[src/rtl/st_req_queue.sv]
// Store request queue between LSU issue and the store unit: a small FIFO with a
// zero-latency combinational bypass when empty and a sticky overflow flag.
package st_req_pkg;
    typedef enum logic [7:0] {
        ADD, SD, SW, SH, SB,
        AMO_LRW, AMO_LRD, AMO_SCW, AMO_SCD, AMO_SWAPW, AMO_SWAPD,
        AMO_ADDW, AMO_ADDD, AMO_ANDW, AMO_ORW, AMO_XORW, AMO_MAXW, AMO_MINW
    } fu_op;

    typedef struct packed {
        logic [63:0] vaddr;
        logic [63:0] data;
        logic [7:0]  be;
        fu_op        operation;
        logic [2:0]  trans_id;
        logic [63:0] pc;
        logic [1:0]  rm_cnt;
    } lsu_ctrl_t;

    function automatic logic is_amo(input fu_op op);
        return op inside {AMO_LRW, AMO_LRD, AMO_SCW, AMO_SCD, AMO_SWAPW, AMO_SWAPD,
                          AMO_ADDW, AMO_ADDD, AMO_ANDW, AMO_ORW, AMO_XORW, AMO_MAXW,
                          AMO_MINW};
    endfunction
endpackage

module st_req_queue
    import st_req_pkg::*;
#(
    parameter int unsigned DEPTH = 2
) (
    input  logic                         clk_i,
    input  logic                         rst_ni,
    input  logic                         flush_i,
    input  logic                         valid_i,
    input  lsu_ctrl_t                    lsu_ctrl_i,
    output logic                         ready_o,
    input  logic                         pop_st_i,
    output logic                         valid_o,
    output lsu_ctrl_t                    lsu_ctrl_o,
    output logic [$clog2(DEPTH):0]       count_o,
    output logic                         amo_pending_o,
    output logic                         overflow_o
);
    localparam int unsigned PTR_W = $clog2(DEPTH);
    localparam logic [PTR_W:0] FULL_CNT = (PTR_W+1)'(DEPTH);

    lsu_ctrl_t            mem [DEPTH];
    logic [DEPTH-1:0]     ent_vld_q;
    logic [PTR_W-1:0]     wr_ptr_q, rd_ptr_q;
    logic [PTR_W:0]       count_q;
    logic                 overflow_q;
    logic                 empty, full, push_en, pop_en;

    // Handshake: upstream transfers when valid_i & ready_o; downstream retires the
    // head when valid_o & pop_st_i. ready_o comes from registered state only.
    assign empty   = (count_q == '0);
    assign full    = (count_q == FULL_CNT);
    assign ready_o = !full;

    // An empty queue hands the request straight through; if it is popped in the
    // same cycle it never needs a slot.
    assign push_en = valid_i && !full && !(empty && pop_st_i) && !flush_i;
    assign pop_en  = pop_st_i && !empty && !flush_i;

    assign valid_o    = empty ? valid_i : 1'b1;
    assign lsu_ctrl_o = empty ? lsu_ctrl_i : mem[rd_ptr_q];
    assign count_o    = count_q;
    assign overflow_o = overflow_q;

    always_comb begin
        amo_pending_o = 1'b0;
        for (int i = 0; i < DEPTH; i++) begin
            amo_pending_o = amo_pending_o | (ent_vld_q[i] & is_amo(mem[i].operation));
        end
    end

    // Payload storage carries no reset; entry-valid bits qualify it.
    always_ff @(posedge clk_i) begin
        if (push_en) begin
            mem[wr_ptr_q] <= lsu_ctrl_i;
        end
    end

    always_ff @(posedge clk_i or negedge rst_ni) begin
        if (!rst_ni) begin
            wr_ptr_q   <= '0;
            rd_ptr_q   <= '0;
            count_q    <= '0;
            ent_vld_q  <= '0;
            overflow_q <= 1'b0;
        end else begin
            if (valid_i && full) begin
                overflow_q <= 1'b1;
            end
            if (flush_i) begin
                wr_ptr_q  <= '0;
                rd_ptr_q  <= '0;
                count_q   <= '0;
                ent_vld_q <= '0;
            end else begin
                if (pop_en) begin
                    rd_ptr_q            <= rd_ptr_q + PTR_W'(1);
                    ent_vld_q[rd_ptr_q] <= 1'b0;
                end
                if (push_en) begin
                    wr_ptr_q            <= wr_ptr_q + PTR_W'(1);
                    ent_vld_q[wr_ptr_q] <= 1'b1;
                end
                case ({push_en, pop_en})
                    2'b10:   count_q <= count_q + (PTR_W+1)'(1);
                    2'b01:   count_q <= count_q - (PTR_W+1)'(1);
                    default: count_q <= count_q;
                endcase
            end
        end
    end
endmodule

[config.mk]
export PLATFORM = sky130hd
export DESIGN_NAME = st_req_queue
export DESIGN_NICKNAME = d
export VERILOG_FILES = /design/src/rtl/st_req_queue.sv
export SDC_FILE = /design/constraint.sdc
export NUM_CORES = 1
export LEC_CHECK = 0
export BUFFER_PORTS_ARGS = -buffer_cell sky130_fd_sc_hd__buf_2
export CAP_MARGIN = 15
export CORE_ASPECT_RATIO = 1.4
export CORE_MARGIN = 5
export CORE_UTILIZATION = 25
export DETAILED_ROUTE_END_ITERATION = 8
export PLACE_DENSITY_LB_ADDON = 0.3
export SYNTH_ARGS = -nofsm -noshare
export SYNTH_HDL_FRONTEND = slang
export SYNTH_SLANG_ARGS = --single-unit
[constraint.sdc]
create_clock -name clk_i -period 34.7 [get_ports clk_i]
set_input_delay 5.205 -clock clk_i [delete_from_list [all_inputs] [get_ports clk_i]]
set_output_delay 5.205 -clock clk_i [all_outputs]
set_load 0.01 [all_outputs]
== Word-level counts from Yosys, hierarchy flattened ==
Memories as Yosys holds them, arrays and structs flattened.
Cells that the tools add are included.
Operators by class
  $add $sub $neg: 4
  $mul: 0
  div/mod/pow operators: 0
  order comparisons: 4
  equality and inequality tests: 29
  shifts and indexed selects: 0
  multiplexer cells: 18
  bitwise gates (word level): 6
  reductions and logical operators: 19
Operator list (count)
  $mux W213: 1
  $eq A8 B4 Y1 const B: 16
  $eq A8 B3 Y1 const B: 6
  $eq A8 B5 Y1 const B: 4
  $reduce_bool A13 Y1: 2
  $mux W2: 5
  $logic_and A1 B1 Y1: 9
  $mux W1: 9
  $eq A2 B2 Y1 const B: 2
  $logic_not A1 Y1: 4
  $lt A1 B2 Y1 const B: 2
  $pmux W2 S2: 1
  $reduce_bool A2 Y1: 2
  $reduce_bool A3 Y1: 1
  $add A1 B1 Y1 const B: 2
  $add A2 B1 Y2 const B: 1
  $and A1 B1 Y1: 2
  $and A2 B2 Y2: 1
  $demux W1 S1: 2
  $eq A2 B1 Y1 const B: 1
  $ge A1 B1 Y1 const B: 2
  $logic_not A2 Y1: 1
  $not A2 Y2: 1
  $or A2 B2 Y2: 1
  other kinds (2): 2
Storage, ports and cells
  flip-flop bits (word level): 7
  latch bits: 0
  bits in writable memories: 426
  bits in read-only memories: 0
  logic and storage cells: 86
  memories kept: 1
Memory list
  mem: words 2, bits a word 213, rd ports 3, clocked after Yosys merged registers in 0, wr ports 1, RTL line 48  | lsu_ctrl_t mem [DEPTH];

== Longest topological paths before layout ==
  depth in word-level cells: 11
  depth in mapped cells: 7

== Worst setup path before layout ==
No wires, ideal clock.
  path kind: in2reg
  start: in pop_st_i
  end: mem mem[1][0] in the netlist's numbering (enable)
  data arrival time: 20.043 ns
  path slack: 13.608 ns
  cell stages on the path: 4
  path buffers: 1
  cell sequence: clkbuf_1 o21bai_1 nand2_1 nor3_1
On the way
  longest elaborated chain between the ends: 6
RTL lines
  from (decl): RTL line 38  | input logic pop_st_i,
  $logic_and A1 B1 Y1: RTL line 63  | assign push_en = valid_i && !full && !(empty && pop_st_i) && !flush_i;
  $logic_not A1 Y1: RTL line 63
  $logic_and A1 B1 Y1 (2 in a row): RTL line 63
  $mux W1: RTL line 80  | if (push_en) begin
  $mux W1 (implied by the code): RTL line 81  | mem[wr_ptr_q] <= lsu_ctrl_i;
  to (decl): RTL line 48
Every way passes these cells.

==> key figures <==
Drt
  • Via-per-instance ratio: 4.186
  • Drt first pass iters: 6
  • 1st-iter DRT viols: 544
  • Final ANT Viol Nets: 0
  • DRC: 0
  • Post-DR wirelength/cell: 17.17 um
  • Via count: 10830
  • Routed WL: 44440 um

Worst setup path
  • Crit path largest cell delay: 0.31 ns
  • Worst path slowest cell: a21oi_1
  • Flop2flop setup slack: 31.44 ns
  • Crit. End Element: primary output
  • Worst Path Max Fanout: 3
  • CP most frequent cell: buf_2
  • Worst Reg-to-Reg Cells: 5
  • CP arrival: 5.86 ns
  • R2r startpoint: count_o[1]
  • Worst Path Required: 29.49 ns
  • Crit-path leading delay family: buffers and inverters
  • Worst R2R End: mem[1][182]
  • Worst path buffer plus inverter count: 2
  • Crit path kind: in2out
  • Critical path, cell by cell: buf_2 > nor2_1 > a21oi_1 > buf_2
  • CP Launch Type: primary input

Timing
  • Final hold violations: 0
  • Worst slew pin tran: 1.222 ns
  • Max_slew headroom: 0.1856
  • FMAX: 90.34 MHz
  • RSZ-0062 raised after global routing: no
  • Final Max Slew Viols: 0
  • Period utilisation layout: 0.3190
  • Final setup vio count: 0
  • Min Hold Slack: 0.4888 ns
  • Clk_skew: 0.009164 ns
  • Min cycle time layout: 11.07 ns
  • Setup tns final: 0 ns

Global route
  • First-pass GRT wire length: 67420 um
  • Largest net degree at the start of global routing: 143
  • Vias in the first global route: 11140
  • Tot GR Track Use: 0.1086
  • GRT overflow: 0
  • Initial antenna violation count: 8

Synthesis
  • Synth Net Count: 1405
  • Register area share after synthesis: 0.7184
  • Cells after Synth: 1187
  • Yosys cell types: 31
  • Mean Syn Cell Area: 15.21 um^2
  • Yosys warns: 0
  • Cell Area, Synth: 0.01805 mm^2
  • Async SR Flop Fraction: 0.01617
  • Synth area leader: edfxtp_1
  • Post-synth EDFFs: 426
  • Post-synth top area share: 0.7087
  • Most used flip-flop cell after synthesis: edfxtp_1
  • #FFs+latches synth: 433
  • Top-count cell post-synth: edfxtp_1
  • Synth top area cells: edfxtp_1 (71%), mux2i_1 (12%), a21oi_2 (4.9%), nor2_1 (4.4%), a21oi_1 (3.2%)
  • Post-synth top cells: edfxtp_1 (426), nor2_1 (214), mux2i_1 (213)

Place
  • DP Wirelength: 29590 um
  • Inst Count DP: 2506
  • Number of I/O port buffers: 436
  • GP Congestion: 0.7727

Floorplan
  • Site Rows: 116
  • Core area: 0.07155 mm^2
  • Die Span X: 237.1 um
  • # IOs: 437
  • Die Span Y: 327.9 um
  • Die area: 0.07775 mm^2
  • Starting Density: 0.2523

CTS
  • H-tree levels: 2
  • CTS tree: yes
  • Post_cts resized: 0
  • Clock slew at reported path FFs: 0.06 ns
  • Hold_buf cts: 0
  • CTS sink count: 433
  • Clock root cell: clkbuf_16
  • Max clock buf depth: 3
  • CTS Buf Count: 45
  • Worst skew pair latency: 0.55 ns
  • Setup bufs post-CTS: 0

Worst hold path
  • Min-Delay Path Class: reg2reg
  • WHS Path Cells: 1
  • Hold_sp: overflow_o
  • WHS Endpoint: overflow_o

Finish
  • Register area: 0.01297 mm^2
  • Fill cells: 7197
  • Final #Nets: 1827
  • Multi-input logic area: 0.004632 mm^2
  • Area grow syn2layout: 24.61%
  • Fraction of layout cells with a size suffix above 1: 0.3726
  • Final non-filler cell total: 2588

Power and ir drop
  • Peak supply drop: 34.92 uV
  • Power Density: 54.02 mW/mm^2
  • Total leakage power: 7.719 nW

Run
  • Max Cap Viol: 0

Outcome
  • Status: finished clean
[worst reg2reg max path, cell delays in order (launching register included)]
cell and delay [ns]:
dfrtp_1 0.48, o21bai_1 0.26, nand2_1 0.17, nor3_2 0.24
buf_12 0.50, buf_4 1.14
[per-stage QoR]
stage / total power [mW] / setup slack, ns / area, um^2 / util
3_5_place_dp: 0.7749 / 23.62 / 21120 / 0.2951
3_3_place_gp: 0.7727 / 23.64 / 21120 / 0.2951
6_report: 1.215 / 23.63 / 22490 / 0.3143
5_1_grt: 1.276 / 23.61 / 22490 / 0.3142
4_1_cts: 1.243 / 23.61 / 22480 / 0.3142
2_1_floorplan: 0.7120 / 13.61 / 18050 / -
[report_power, final]
group | total, mW | switching [mW] | internal (mW) | leakage (nW)
Combinational | 0.162 | 0.101 | 0.0610 | 3.08
Clock | 0.456 | 0.191 | 0.265 | 0.670
Sequential | 0.597 | 0.00585 | 0.591 | 3.97
[sequential cells by signal (all words and copies together) (netlist names)]
signal      count
overflow_o      1
mem           426
ent_vld_q       2
rd_ptr_q        1
wr_ptr_q        1
count_o         2
[worst max path at each step]
stage	cells after the start	endpoint	start
2_1_floorplan	4	mem[1][0]	pop_st_i
3_3_place_gp	4	lsu_ctrl_o[6]	lsu_ctrl_i[6]
3_5_place_dp	4	lsu_ctrl_o[6]	lsu_ctrl_i[6]
4_1_cts	4	lsu_ctrl_o[6]	lsu_ctrl_i[6]
5_1_grt	4	lsu_ctrl_o[19]	lsu_ctrl_i[19]
6_report	4	lsu_ctrl_o[19]	lsu_ctrl_i[19]
[logic make-up (layout without fill, tap and decap cells)]
group,count (synthesis),count (layout),synth area share
buf+inv,79,532,0.02572
other cells,0,4,0
xor+xnor,2,2,0.0009706
mux,213,213,0.1181
compound gates,233,233,0.08789
simple gates,227,227,0.04894
flops,433,433,0.7184
[final cells by class]
class | count | share of cell area
Antenna cell | 4 | 0.0004450
Clock buffer | 52 | 0.05123
Clock inverter | 26 | 0.009568
Inverter | 3 | 0.0005006
Multi-Input combinational cell | 675 | 0.2059
Sequential cell | 433 | 0.5767
Tap cell | 944 | 0.05251
Timing Repair Buffer | 451 | 0.1031
[placed cells by master (no fill, tap or decap), types with 3 or more instances in the layout]
cell type and count:
buf_4 13, a21oi_1 115, diode_2 4, clkinv_1 15
inv_1 3, bufinv_16 4, clkinv_2 6, nor2_1 214
mux2i_1 213, clkbuf_1 7, a21oi_2 100, buf_2 436
clkbuf_16 45, dfrtp_1 6, o31ai_1 4, edfxtp_1 426
[per-layer routing]
metal	GRT usage	wire length [um]	up-vias
met3	0.03930	3611	64
met1	0.1298	17910	5113
met4	0.02975	864	6
li1	-	-	5303
met2	0.1855	22000	347
met5	0	47	-
No activity file was read; power rests on OpenSTA's default activity.
